### config.mk
export PLATFORM = sky130hd
export DESIGN_NAME = ahb_bus_monitor
export DESIGN_NICKNAME = d
export VERILOG_FILES = /design/src/rtl/ahb_mon_pkg.sv /design/src/rtl/ahb_mon_fifo.sv /design/src/rtl/ahb_bus_monitor.sv
export SDC_FILE = /design/constraint.sdc
export NUM_CORES = 1
export LEC_CHECK = 0
export BUFFER_PORTS_ARGS = -buffer_cell sky130_fd_sc_hd__buf_2
export CAP_MARGIN = 20
export CORE_MARGIN = 10
export CORE_UTILIZATION = 56
export DETAILED_ROUTE_END_ITERATION = 10
export PLACE_DENSITY_LB_ADDON = 0.05
export SETUP_SLACK_MARGIN = 0.15
export SLEW_MARGIN = 10
export SYNTH_ARGS = -nofsm -noshare
export SYNTH_HDL_FRONTEND = slang
export SYNTH_HIERARCHICAL = 1
export SYNTH_SLANG_ARGS = --single-unit
### constraint.sdc
create_clock -name HCLK -period 5.4 [get_ports HCLK]
set_clock_uncertainty 0.1 [all_clocks]
set_input_delay 0 -clock HCLK [delete_from_list [all_inputs] [get_ports HCLK]]
set_output_delay 0 -clock HCLK [all_outputs]
set_load 0.005 [all_outputs]
### src/rtl/ahb_mon_pkg.sv
// rtl/ahb_mon_pkg.sv - shared AHB types, violation codes and burst address helpers for the bus monitor
package ahb_mon_pkg;

    // Widest address handled by the helper functions; callers cast to their own width.
    localparam int MAX_AW = 64;

    typedef enum logic [1:0] {
        HTRANS_IDLE   = 2'b00,
        HTRANS_BUSY   = 2'b01,
        HTRANS_NONSEQ = 2'b10,
        HTRANS_SEQ    = 2'b11
    } htrans_e;

    typedef enum logic [2:0] {
        HBURST_SINGLE = 3'd0,
        HBURST_INCR   = 3'd1,
        HBURST_WRAP4  = 3'd2,
        HBURST_INCR4  = 3'd3,
        HBURST_WRAP8  = 3'd4,
        HBURST_INCR8  = 3'd5,
        HBURST_WRAP16 = 3'd6,
        HBURST_INCR16 = 3'd7
    } hburst_e;

    typedef enum logic [2:0] {
        HSIZE_8    = 3'd0,
        HSIZE_16   = 3'd1,
        HSIZE_32   = 3'd2,
        HSIZE_64   = 3'd3,
        HSIZE_128  = 3'd4,
        HSIZE_256  = 3'd5,
        HSIZE_512  = 3'd6,
        HSIZE_1024 = 3'd7
    } hsize_e;

    typedef enum logic [3:0] {
        ERR_NONE          = 4'd0,
        ERR_OUTSIDE_BURST = 4'd1,
        ERR_SEQ_ADDR      = 4'd2,
        ERR_CTRL_CHANGE   = 4'd3,
        ERR_EARLY_END     = 4'd4,
        ERR_PAST_LAST     = 4'd5,
        ERR_SIZE          = 4'd6,
        ERR_ALIGN         = 4'd7,
        ERR_CROSS_1KB     = 4'd8,
        ERR_STALL_CHANGE  = 4'd9
    } err_code_e;

    // Beat count of a burst type; 0 means undefined length (INCR).
    function automatic logic [4:0] burst_beats(input logic [2:0] burst);
        case (burst)
            HBURST_SINGLE:               return 5'd1;
            HBURST_WRAP4, HBURST_INCR4:  return 5'd4;
            HBURST_WRAP8, HBURST_INCR8:  return 5'd8;
            HBURST_WRAP16, HBURST_INCR16: return 5'd16;
            default:                     return 5'd0;
        endcase
    endfunction

    // WRAP bursts are the even, non-SINGLE encodings.
    function automatic logic burst_is_wrap(input logic [2:0] burst);
        return (burst[0] == 1'b0) && (burst != HBURST_SINGLE);
    endfunction

    // Address of the beat that follows addr within the burst.
    function automatic logic [MAX_AW-1:0] next_addr(input logic [MAX_AW-1:0] addr,
                                                    input logic [2:0]        size,
                                                    input logic [2:0]        burst);
        logic [MAX_AW-1:0] incr;
        logic [MAX_AW-1:0] mask;
        incr = MAX_AW'(1) << size;
        mask = (MAX_AW'(burst_beats(burst)) << size) - MAX_AW'(1);
        if (burst_is_wrap(burst)) begin
            return (addr & ~mask) | ((addr + incr) & mask);
        end
        return addr + incr;
    endfunction

endpackage

### src/rtl/ahb_mon_fifo.sv
// rtl/ahb_mon_fifo.sv - synchronous trace FIFO with full/empty flags, write accepted when full if a pop frees a slot
module ahb_mon_fifo #(
    parameter int DEPTH = 16,
    parameter int WIDTH = 44
) (
    input  logic             clk,
    input  logic             rst_n,
    input  logic             i_push,
    input  logic [WIDTH-1:0] i_data,
    input  logic             i_pop,
    output logic [WIDTH-1:0] o_data,
    output logic             o_full,
    output logic             o_empty
);

    localparam int PW = (DEPTH > 1) ? $clog2(DEPTH) : 1;

    logic [WIDTH-1:0] r_mem [DEPTH];
    logic [PW:0]      r_wr_ptr;
    logic [PW:0]      r_rd_ptr;
    logic             w_wr_en;
    logic             w_rd_en;

    assign o_empty = (r_wr_ptr == r_rd_ptr);
    assign o_full  = (r_wr_ptr[PW] != r_rd_ptr[PW]) && (r_wr_ptr[PW-1:0] == r_rd_ptr[PW-1:0]);
    assign w_rd_en = i_pop && !o_empty;
    assign w_wr_en = i_push && (!o_full || w_rd_en);
    assign o_data  = r_mem[r_rd_ptr[PW-1:0]];

    // Pointer bookkeeping; the extra MSB distinguishes full from empty.
    always_ff @(posedge clk or negedge rst_n) begin
        if (!rst_n) begin
            r_wr_ptr <= '0;
            r_rd_ptr <= '0;
        end else begin
            if (w_wr_en) r_wr_ptr <= r_wr_ptr + 1'b1;
            if (w_rd_en) r_rd_ptr <= r_rd_ptr + 1'b1;
        end
    end

    // Storage array; contents are don't-care until written.
    always_ff @(posedge clk) begin
        if (w_wr_en) r_mem[r_wr_ptr[PW-1:0]] <= i_data;
    end

endmodule

### src/rtl/ahb_bus_monitor.sv
// rtl/ahb_bus_monitor.sv - passive AHB burst tracker, rule checker and statistics block; AHB_MON_TRACE_EN adds the trace FIFO
module ahb_bus_monitor
    import ahb_mon_pkg::*;
#(
    parameter int AHB_DATA_WIDTH    = 64,
    parameter int AHB_ADDRESS_WIDTH = 32,
    parameter int CNT_W             = 32,
    parameter int TRC_DEPTH         = 16
) (
    input  logic                          HCLK,
    input  logic                          HRESETn,
    input  logic [AHB_ADDRESS_WIDTH-1:0]  HADDR,
    input  logic [1:0]                    HTRANS,
    input  logic                          HWRITE,
    input  logic [2:0]                    HSIZE,
    input  logic [2:0]                    HBURST,
    input  logic                          HREADY,
    input  logic                          HRESP,
    output logic                          err_valid,
    output logic [3:0]                    err_code,
    output logic [AHB_ADDRESS_WIDTH-1:0]  err_addr,
    output logic [CNT_W-1:0]              cnt_nonseq,
    output logic [CNT_W-1:0]              cnt_seq,
    output logic [CNT_W-1:0]              cnt_busy,
    output logic [CNT_W-1:0]              cnt_wait,
    output logic [CNT_W-1:0]              cnt_err,
    output logic                          trc_valid,
    input  logic                          trc_ready,
    output logic [AHB_ADDRESS_WIDTH+11:0] trc_data,
    output logic                          trc_ovf
);

    localparam int         AW       = AHB_ADDRESS_WIDTH;
    localparam int         TW       = AW + 12;
    localparam logic [2:0] MAX_SIZE = 3'($clog2(AHB_DATA_WIDTH / 8));

    localparam logic [0:0] MON_IDLE  = 1'b0;
    localparam logic [0:0] MON_BURST = 1'b1;

    // Burst context
    logic [0:0]    r_state;
    logic          r_write;
    logic [2:0]    r_size;
    logic [2:0]    r_burst;
    logic [4:0]    r_beat;
    logic [4:0]    r_beats;
    logic [AW-1:0] r_exp_addr;
    logic          r_last_done;

    // Address phase held over a wait state
    logic          r_stall_vld;
    logic [AW-1:0] r_stall_addr;
    logic [1:0]    r_stall_trans;
    logic          r_stall_write;

    logic          r_err_valid;
    logic [3:0]    r_err_code;
    logic [AW-1:0] r_err_addr;

    logic [CNT_W-1:0] r_cnt_nonseq;
    logic [CNT_W-1:0] r_cnt_seq;
    logic [CNT_W-1:0] r_cnt_busy;
    logic [CNT_W-1:0] r_cnt_wait;
    logic [CNT_W-1:0] r_cnt_err;

    logic          w_nonseq_acc;
    logic          w_seq_acc;
    logic          w_accept;
    logic          w_in_burst;
    logic          w_fixed;
    logic [2:0]    w_nx_size;
    logic [2:0]    w_nx_burst;
    logic [AW-1:0] w_next_addr;
    logic [AW-1:0] w_align_mask;
    logic [3:0]    w_err_code;
    logic [1:0]    w_err_inc;
    logic [4:0]    w_trc_beat;
    logic [TW-1:0] w_trc_word;
    logic          w_e1, w_e2, w_e3, w_e4, w_e5, w_e6, w_e7, w_e8, w_e9;

    function automatic logic [CNT_W-1:0] sat_add(input logic [CNT_W-1:0] v, input logic [1:0] inc);
        logic [CNT_W:0] s;
        s = {1'b0, v} + (CNT_W+1)'(inc);
        return s[CNT_W] ? {CNT_W{1'b1}} : s[CNT_W-1:0];
    endfunction

    assign w_nonseq_acc = HREADY && (HTRANS == HTRANS_NONSEQ);
    assign w_seq_acc    = HREADY && (HTRANS == HTRANS_SEQ);
    assign w_accept     = w_nonseq_acc || w_seq_acc;
    assign w_in_burst   = (r_state == MON_BURST);
    assign w_fixed      = (r_beats != 5'd0);

    // A NONSEQ starts from its own control; a SEQ continues the latched burst.
    assign w_nx_size    = w_nonseq_acc ? HSIZE  : r_size;
    assign w_nx_burst   = w_nonseq_acc ? HBURST : r_burst;
    assign w_next_addr  = AW'(next_addr(MAX_AW'(HADDR), w_nx_size, w_nx_burst));
    assign w_align_mask = (AW'(1) << HSIZE) - AW'(1);

    assign w_e1 = HREADY && !w_in_burst &&
                  (((HTRANS == HTRANS_SEQ) && !r_last_done) || (HTRANS == HTRANS_BUSY));
    assign w_e2 = w_seq_acc && w_in_burst && (HADDR != r_exp_addr);
    assign w_e3 = w_seq_acc && w_in_burst &&
                  ((HWRITE != r_write) || (HSIZE != r_size) || (HBURST != r_burst));
    assign w_e4 = HREADY && w_in_burst && w_fixed &&
                  ((HTRANS == HTRANS_NONSEQ) || (HTRANS == HTRANS_IDLE));
    assign w_e5 = w_seq_acc && !w_in_burst && r_last_done;
    assign w_e6 = w_accept && (HSIZE > MAX_SIZE);
    assign w_e7 = w_accept && ((HADDR & w_align_mask) != '0);
    assign w_e8 = w_seq_acc && w_in_burst && !burst_is_wrap(r_burst) && (HADDR[9:0] == 10'd0);
    assign w_e9 = r_stall_vld &&
                  ((HADDR != r_stall_addr) || (HTRANS != r_stall_trans) || (HWRITE != r_stall_write));

    // Pick the lowest-numbered violation present this cycle.
    always_comb begin
        w_err_code = ERR_NONE;
        if (w_e1)      w_err_code = ERR_OUTSIDE_BURST;
        else if (w_e2) w_err_code = ERR_SEQ_ADDR;
        else if (w_e3) w_err_code = ERR_CTRL_CHANGE;
        else if (w_e4) w_err_code = ERR_EARLY_END;
        else if (w_e5) w_err_code = ERR_PAST_LAST;
        else if (w_e6) w_err_code = ERR_SIZE;
        else if (w_e7) w_err_code = ERR_ALIGN;
        else if (w_e8) w_err_code = ERR_CROSS_1KB;
        else if (w_e9) w_err_code = ERR_STALL_CHANGE;
    end

    assign w_err_inc = {1'b0, (w_err_code != ERR_NONE)} + {1'b0, (HREADY && HRESP)};

    // Burst tracking FSM; advances only on cycles where HREADY completes a phase.
    always_ff @(posedge HCLK or negedge HRESETn) begin
        if (!HRESETn) begin
            r_state     <= MON_IDLE;
            r_write     <= 1'b0;
            r_size      <= 3'd0;
            r_burst     <= 3'd0;
            r_beat      <= 5'd0;
            r_beats     <= 5'd0;
            r_exp_addr  <= '0;
            r_last_done <= 1'b0;
        end else if (HREADY) begin
            r_last_done <= 1'b0;
            case (HTRANS)
                HTRANS_NONSEQ: begin
                    r_write    <= HWRITE;
                    r_size     <= HSIZE;
                    r_burst    <= HBURST;
                    r_beat     <= 5'd1;
                    r_beats    <= burst_beats(HBURST);
                    r_exp_addr <= w_next_addr;
                    r_state    <= (HBURST == HBURST_SINGLE) ? MON_IDLE : MON_BURST;
                end
                HTRANS_SEQ: begin
                    if (w_in_burst) begin
                        r_beat     <= r_beat + 5'd1;
                        r_exp_addr <= w_next_addr;
                        if (w_fixed && (r_beat + 5'd1 == r_beats)) begin
                            r_state     <= MON_IDLE;
                            r_last_done <= 1'b1;
                        end
                    end
                end
                HTRANS_IDLE: r_state <= MON_IDLE;
                default: ;
            endcase
        end
    end

    // Remember a NONSEQ/SEQ address phase stretched by HREADY=0 so the next cycle can compare.
    always_ff @(posedge HCLK or negedge HRESETn) begin
        if (!HRESETn) begin
            r_stall_vld   <= 1'b0;
            r_stall_addr  <= '0;
            r_stall_trans <= 2'd0;
            r_stall_write <= 1'b0;
        end else begin
            r_stall_vld   <= !HREADY && ((HTRANS == HTRANS_NONSEQ) || (HTRANS == HTRANS_SEQ));
            r_stall_addr  <= HADDR;
            r_stall_trans <= HTRANS;
            r_stall_write <= HWRITE;
        end
    end

    // Registered violation report, one-cycle pulse.
    always_ff @(posedge HCLK or negedge HRESETn) begin
        if (!HRESETn) begin
            r_err_valid <= 1'b0;
            r_err_code  <= 4'd0;
            r_err_addr  <= '0;
        end else begin
            r_err_valid <= (w_err_code != ERR_NONE);
            r_err_code  <= w_err_code;
            r_err_addr  <= (w_err_code != ERR_NONE) ? HADDR : '0;
        end
    end

    // Saturating statistics counters.
    always_ff @(posedge HCLK or negedge HRESETn) begin
        if (!HRESETn) begin
            r_cnt_nonseq <= '0;
            r_cnt_seq    <= '0;
            r_cnt_busy   <= '0;
            r_cnt_wait   <= '0;
            r_cnt_err    <= '0;
        end else begin
            r_cnt_nonseq <= sat_add(r_cnt_nonseq, {1'b0, w_nonseq_acc});
            r_cnt_seq    <= sat_add(r_cnt_seq,    {1'b0, w_seq_acc});
            r_cnt_busy   <= sat_add(r_cnt_busy,   {1'b0, (HTRANS == HTRANS_BUSY)});
            r_cnt_wait   <= sat_add(r_cnt_wait,   {1'b0, !HREADY});
            r_cnt_err    <= sat_add(r_cnt_err,    w_err_inc);
        end
    end

    assign err_valid  = r_err_valid;
    assign err_code   = r_err_code;
    assign err_addr   = r_err_addr;
    assign cnt_nonseq = r_cnt_nonseq;
    assign cnt_seq    = r_cnt_seq;
    assign cnt_busy   = r_cnt_busy;
    assign cnt_wait   = r_cnt_wait;
    assign cnt_err    = r_cnt_err;

    // Beat number recorded with the trace entry: 1 for NONSEQ, running count within a burst, 0 for a stray SEQ.
    assign w_trc_beat = w_nonseq_acc ? 5'd1 : (w_in_burst ? r_beat + 5'd1 : 5'd0);
    assign w_trc_word = {HADDR, HWRITE, HSIZE, HBURST, w_trc_beat};

`ifdef AHB_MON_TRACE_EN
    logic          w_fifo_full;
    logic          w_fifo_empty;
    logic          w_trc_pop;
    logic [TW-1:0] w_fifo_data;
    logic          r_trc_ovf;

    assign w_trc_pop = !w_fifo_empty && trc_ready;

    ahb_mon_fifo #(
        .DEPTH (TRC_DEPTH),
        .WIDTH (TW)
    ) u_trc_fifo (
        .clk     (HCLK),
        .rst_n   (HRESETn),
        .i_push  (w_accept),
        .i_data  (w_trc_word),
        .i_pop   (w_trc_pop),
        .o_data  (w_fifo_data),
        .o_full  (w_fifo_full),
        .o_empty (w_fifo_empty)
    );

    // Sticky drop flag: an accept arrived while full with no pop to make room.
    always_ff @(posedge HCLK or negedge HRESETn) begin
        if (!HRESETn) begin
            r_trc_ovf <= 1'b0;
        end else if (w_accept && w_fifo_full && !w_trc_pop) begin
            r_trc_ovf <= 1'b1;
        end
    end

    assign trc_valid = !w_fifo_empty;
    assign trc_data  = w_fifo_empty ? '0 : w_fifo_data;
    assign trc_ovf   = r_trc_ovf;
`else
    logic w_unused_trc;

    assign w_unused_trc = ^{trc_ready, w_trc_word, TRC_DEPTH[0]};
    assign trc_valid    = 1'b0;
    assign trc_data     = '0;
    assign trc_ovf      = 1'b0;
`endif

endmodule

==> impl_metrics.json, run 1 <==
{
  "firstDrtPassIters": 5,
  "die_x_um": 183,
  "synth_edf_count": 0,
  "cp-startpoint": "HSIZE[0]",
  "synth_simple_gate_area_share_pct": 21.9,
  "layout_commonest_cell": "dfrtp_1",
  "max_freq_mhz": 221,
  "cp-start-kind": "primary input",
  "clk_pin_slew_ns": 0.06,
  "drtAntennaViolNets": 0,
  "p_comb_share_pct": 19.2,
  "fin_ws_ns": 0.881,
  "yosysSeqAreaShare_pct": 47.8,
  "worstHoldPathCells": 4,
  "htreeDepth": 1,
  "grt.total_usage_pct": 22.4,
  "syn_area_per_cell_um2": 9.65,
  "worstPathRequired_ns": 5.74,
  "holdWs_ns": 0.0175,
  "fin_crit_sh_pct": 83.7,
  "drv_slew": 0,
  "crit_fanout": 15,
  "cts_num_sinks": 283,
  "leakagePower_nw": 8.90,
  "cts_tree": "done",
  "synth_top_family_by_area": "simple AND/OR/NAND/NOR gates",
  "p_clk_share_pct": 36.8,
  "synthCells": 1536,
  "crit_arrival_ns": 4.86,
  "wire_per_inst_um": 17.7,
  "grt_max_degree": 136,
  "cts_max_path_buffers": 3,
  "worst-slew-pin-transition_ns": 0.959,
  "power_density_nw_per_um2": 332,
  "place.gp.congestion": 0.903,
  "power.switching_w": 0.00168,
  "yosys_register_bits": 283,
  "worstSetupEndpointType": "flop",
  "num-nets-final": 1871,
  "clock_latency_ns": 0.57,
  "design.die.area_um2": 33400,
  "drt-initial-drc-count": 887,
  "synth_flop_cell": "dfrtp_1",
  "synth_warnings": 6,
  "pre_cts_ws_ns": 0.887,
  "path_class": "in -> reg",
  "rsz0062_at_grt": "no",
  "synthAdderAreaFrac_pct": 2.47,
  "area_growth_syn_to_layout_pct": 18.8,
  "grt_pass1_vias": 11700,
  "sequentialPowerShare_pct": 44.0,
  "period_needed_ns": 4.52,
  "start_util_pct": 56.9,
  "synthArstFlopShare_pct": 100,
  "cts_setup_buffers": 0,
  "dp_hpwl_um": 26900,
  "synth_xor_area_share_pct": 13.3,
  "outcome": "completed",
  "slew_headroom_pct": 36.1,
  "swShare_pct": 28.8,
  "maxCapViolCount": 0,
  "layout.cells.most_common_list": "dfrtp_1, nand2_1, buf_2, xor2_1, xnor2_1",
  "grt_antenna_before_repair": 1,
  "final_hold_viol_count": 0,
  "syn_area_um2": 14800,
  "ff2ff_path_depth": 15,
  "grt_pass1_wl_um": 62200,
  "synth_compound_area_share_pct": 7.90,
  "drcViolationCount": 0,
  "ir_worst_vdd_v": 0.000255,
  "hold_path.startpoint": "HSIZE[1]",
  "fin_tns_setup_ns": 0,
  "numCtsBuffers": 31,
  "synth_mux_area_share_pct": 1.44,
  "holdCritPathClass": "in -> reg",
  "drt_wl_total_um": 38200,
  "internal_power_w": 0.00416,
  "vias": 11800,
  "postCtsResizedCells": 0,
  "via_per_inst": 5.49,
  "cts_root_buffer": "clkbuf_16",
  "grt_remaining_overflow": 0,
  "io_pins": 289,
  "r2r-start": "r_exp_addr[11]$_DFFE_PN0P_",
  "drive_gt1_share_pct": 18.4,
  "portBuffers": 241,
  "num_rows": 59,
  "synth_cell_types": 76,
  "finalSetupViolations": 0,
  "design.core.area_um2": 26100,
  "die_y_um": 183
}
critical path, stage by stage:
cell and delay [ns]:
dlygate4sd3_1 0.52, buf_2 0.22, or3_1 0.40, ha_1 0.26
xor2_1 0.15, o2bb2ai_1 0.14, a22oi_1 0.08, o2111ai_1 0.42
a221oi_1 0.14, a211oi_1 0.48, a21oi_4 0.08, inv_2 0.09
fa_1 0.21, nand3_1 0.14, nor2_1 0.33, and2_1 0.25
nor2b_1 0.23, nand3_1 0.17, nor3_1 0.20, mux2_1 0.34
cells in the mapped netlist (3+ instances only):
library cell,number,area (um2)
a21oi_1,40,200
a31oi_1,17,106
mux2_2,4,45.0
o2111ai_1,3,26.3
mux2i_1,11,110
clkbuf_1,43,161
nor4_1,19,119
or3_1,14,87.6
a211oi_1,5,37.5
and3_1,44,275
nor4_2,3,37.5
o21ai_1,21,105
nand4_1,55,344
nand3_1,82,410
nor2b_1,40,250
nand2_1,245,920
xor2_1,132,1160
xnor2_1,93,815
o21a_1,7,52.6
buf_4,50,375
a21oi_2,3,26.3
nor3b_1,3,22.5
inv_2,4,15.0
nor3_1,31,155
and2_1,11,68.8
o2bb2ai_1,3,26.3
buf_1,6,22.5
buf_2,10,50.1
ha_1,26,325
and4_1,11,96.3
inv_1,29,109
o21ai_0,51,255
nor2_1,63,236
a21o_1,6,45.0
dfrtp_1,283,7080
nor3_2,3,30.0
nand2b_1,17,106
final cells by class:
| type | count | area (um2) |
|---|---|---|
| Antenna cell | 2 | 5.00 |
| Clock inverter | 8 | 96.3 |
| Sequential cell | 283 | 7080 |
| Timing Repair Buffer | 294 | 1750 |
| Tap cell | 335 | 419 |
| Clock buffer | 46 | 962 |
| Inverter | 34 | 130 |
| Fill cell | 2141 | 8460 |
| Multi-Input combinational cell | 1153 | 7150 |
metal layers:
layer	vias up	part of all wire (%)	track usage (%)
li1	5689	-	-
met1	5781	45	31.2
met2	332	47	35.6
met3	39	6.8	4.23
met4	0	1.6	4.95
met5	-	0	0
through the flow:
stage               utilization, %  power [W]  instances  cell area (um2)
floorplan                        -    0.00327       1581            15000
CTS                           67.4    0.00589       2152            17600
detailed placement            61.6    0.00369       2052            16100
global placement              61.6    0.00366       2052            16100
global route                  67.5    0.00616       2154            17600
finish                        67.5    0.00584       2155            17600
sequential cells by signal, indices dropped and copies added, names as in the netlist, 2 cells and up:
name,count
r_burst,3
cnt_nonseq,32
err_addr,32
r_stall_trans,2
r_exp_addr,32
r_size,3
cnt_err,32
r_beats,4
r_beat,5
cnt_wait,32
err_code,4
cnt_busy,32
r_stall_addr,32
cnt_seq,32
timing repair:
action	in CTS	in global routing
hold endpoints to repair	213	0
hold buffers	46	0
setup endpoints to repair	0	0
power by group through the flow:
stage	clock, W	sequential, W	combinational [W]
detailed placement	0	0.00260	0.00109
global route	0.00230	0.00261	0.00126
finish	0.00215	0.00257	0.00112
global placement	0	0.00259	0.00107
CTS	0.00220	0.00257	0.00113
floorplan	0	0.00257	0.000691
worst paths after layout:
| kind | endpoint | slack, ns |
|---|---|---|
| max in group asynchronous | r_stall_addr[14]$_DFF_PN0_ | 3.50 |
| hold / removal | r_size[1]$_DFFE_PN0P_ | 0.02 |
| setup reg to reg | cnt_err[31]$_DFF_PN0_ | 1.13 |
| min in group asynchronous | cnt_nonseq[20]$_DFF_PN0_ | 0.51 |
| setup / recovery | cnt_err[31]$_DFF_PN0_ | 0.88 |
| hold reg to reg | r_write$_DFFE_PN0P_ | 0.40 |
logic make-up after synthesis:
group                      count (synthesis)
DFF                                      283
xor gates and xnor gates                 225
buffers and inverters                    145
adders and majority gates                 28
other                                      1
muxes                                     19
AOI/OAI and AO/OA                        185
and+or+nand+nor                          650
Power figures use the tool's default switching activity.
==> run 2: changes to the inputs <==
--- a/config.mk
+++ b/config.mk
@@ -8,7 +8,7 @@
 export BUFFER_PORTS_ARGS = -buffer_cell sky130_fd_sc_hd__buf_2
 export CAP_MARGIN = 20
 export CORE_MARGIN = 10
-export CORE_UTILIZATION = 56
+export CORE_UTILIZATION = 51
 export DETAILED_ROUTE_END_ITERATION = 10
 export PLACE_DENSITY_LB_ADDON = 0.05
 export SETUP_SLACK_MARGIN = 0.15
==> constraint.sdc (replaced) <==
create_clock -name HCLK -period 4.05 [get_ports HCLK]
set_clock_uncertainty 0.1 [all_clocks]
set_input_delay 0 -clock HCLK [delete_from_list [all_inputs] [get_ports HCLK]]
set_output_delay 0 -clock HCLK [all_outputs]
set_load 0.005 [all_outputs]
==> impl_metrics.json, run 2 (synthesis gave the netlist of run 1 again) <==
{
  "cts_root_buffer": "clkbuf_16",
  "slew_headroom_pct": 37.4,
  "num_rows": 62,
  "endpoint": "cnt_err[31]$_DFF_PN0_",
  "design_area_um2": 18000,
  "drcViolationCount": 0,
  "die_y_um": 190,
  "num-nets-final": 1903,
  "io_pins": 289,
  "layout_commonest_cell": "dfrtp_1",
  "path_class": "reg -> reg",
  "ir_worst_vdd_v": 0.000297,
  "use_met3_pct": 3.24,
  "place_area_um2": 16400,
  "grt_use_met1_pct": 30.1,
  "worstPathRequired_ns": 4.40,
  "design.core.area_um2": 28700,
  "via_per_inst": 5.38,
  "swShare_pct": 29.3,
  "period_needed_ns": 3.77,
  "dp_hpwl_um": 28500,
  "fillers": 2505,
  "sequentialPowerShare_pct": 43.3,
  "internal_power_w": 0.00562,
  "clk_pin_slew_ns": 0.06,
  "drt_wl_total_um": 39600,
  "power.switching_w": 0.00233,
  "wire_per_inst_um": 17.7,
  "cp-startpoint": "r_stall_addr[19]$_DFF_PN0_",
  "reg2reg_to": "cnt_err[31]$_DFF_PN0_",
  "grt.total_usage_pct": 21.1,
  "max_freq_mhz": 265,
  "cp-start-kind": "flop",
  "leakagePower_nw": 9.10,
  "numCtsBuffers": 31,
  "worst-slew-pin-transition_ns": 0.939,
  "multi_input_area_um2": 7230,
  "drive_gt1_share_pct": 20.7,
  "fin_crit_sh_pct": 93.0,
  "worstSetupEndpointType": "flop",
  "grt_pass1_vias": 11700,
  "fin_tns_setup_ns": 0,
  "hold_path.startpoint": "HSIZE[1]",
  "crit_arrival_ns": 4.11,
  "crit_fanout": 2,
  "vias": 12000,
  "p_comb_share_pct": 19.6,
  "grt_pass1_wl_um": 63100,
  "cts_max_path_buffers": 3,
  "grt_remaining_overflow": 0,
  "drtAntennaViolNets": 0,
  "power_density_nw_per_um2": 441,
  "top_usage_layer": "met2",
  "grt_antenna_before_repair": 0,
  "cts_num_sinks": 283,
  "area_growth_syn_to_layout_pct": 21.8,
  "holdCritPathClass": "in -> reg",
  "cts_tree": "done",
  "p_clk_share_pct": 37.1,
  "grt_max_degree": 77,
  "place.gp.congestion": 0.894,
  "start_util_pct": 51.6,
  "design.die.area_um2": 36300,
  "grt_use_met2_pct": 33.4,
  "finalSetupViolations": 0,
  "firstDrtPassIters": 5,
  "maxCapViolCount": 0,
  "htreeDepth": 1,
  "drv_slew": 0,
  "die_x_um": 190,
  "drt-initial-drc-count": 952,
  "rsz0062_at_grt": "no",
  "layout.cells.most_common_list": "dfrtp_1, nand2_1, buf_2, xor2_1, xnor2_1",
  "clock_latency_ns": 0.57,
  "r2r_slack_ns": 0.28,
  "outcome": "completed",
  "r2r-start": "r_stall_addr[19]$_DFF_PN0_",
  "ff2ff_path_depth": 17,
  "final_hold_viol_count": 0,
  "regArea_um2": 7080,
  "portBuffers": 241
}
## run 2: cell types whose count changed in the layout (fill, tap and decap cells not counted), moves of 2 or more
cell / change
clkbuf_8: -10
nor2_1: -2
buf_6: +2
nor4_1: -2
nor4_2: +2
nor2_2: +2
clkinv_2: +8
buf_4: +29
bufinv_16: +3
## run 2: worst min path at each step
stage,slack [ns],to,cells past startpoint
after floorplan,-0.40,cnt_busy[0]$_DFF_PN0_,0
after global placement,-0.05,cnt_wait[19]$_DFF_PN0_,1
after detailed placement,-0.06,cnt_wait[19]$_DFF_PN0_,1
after CTS,0.03,r_size[1]$_DFFE_PN0P_,5
after global routing,0.07,r_stall_addr[9]$_DFF_PN0_,2
final,0.05,r_size[1]$_DFFE_PN0P_,5
## run 2: what timing repair did
item,CTS,global route
setup endpoints to repair,29,49
hold buffers,46,0
gates resized for setup,1,21
setup buffers,0,1
endpoints found under the hold margin,315,0
pin swaps,0,8
## run 2: worst max-delay path, cell delays in order, from the launching register on
cell      delay [ns]
dfrtp_1         0.37
xor2_1          0.15
nor4_2          0.37
buf_4           0.18
nand4_1         0.16
o31a_1          0.39
a221oi_2        0.30
a211oi_2        0.10
a21oi_4         0.17
inv_2           0.06
fa_2            0.37
nand3_2         0.10
nor2_1          0.06
and2_1          0.15
nor2b_1         0.14
nand3_1         0.11
nor3_1          0.06
mux2_1          0.30
## run 2: per-layer routing
metal / vias to the layer above / part of all wire [%]
li1: 5749 / -
met1: 5869 / 46
met2: 369 / 46
met3: 50 / 6.5
met4: 0 / 1.6
met5: - / 0
## run 2: layout make-up
class	count	share of cell area, %
Clock inverter	21	1.41
Inverter	34	0.735
Clock buffer	37	4.59
Timing Repair Buffer	326	11.3
Antenna cell	1	0.0139
Tap cell	384	2.66
Multi-Input combinational cell	1153	40.1
Sequential cell	283	39.2
## run 2: through the flow
step	hold WS, ns	util, %	instances	total power, W	setup slack (ns)
global placement	-0.0531	57.0	2132	0.00493	0.213
detailed placement	-0.0601	57.0	2132	0.00496	0.118
finish	0.0543	62.9	2239	0.00795	0.283
floorplan	-0.396	-	1581	0.00435	0.211
global route	0.0709	62.9	2238	0.00836	0.138
CTS	0.0297	62.5	2236	0.00799	0.171
## run 2: power by group through the flow
stage	Sequential, W	Clock [W]	Combinational [W]
floorplan	0.00343	0	0.000922
global placement	0.00347	0	0.00146
detailed placement	0.00348	0	0.00148
CTS	0.00344	0.00302	0.00153
global route	0.00349	0.00313	0.00174
finish	0.00344	0.00295	0.00156
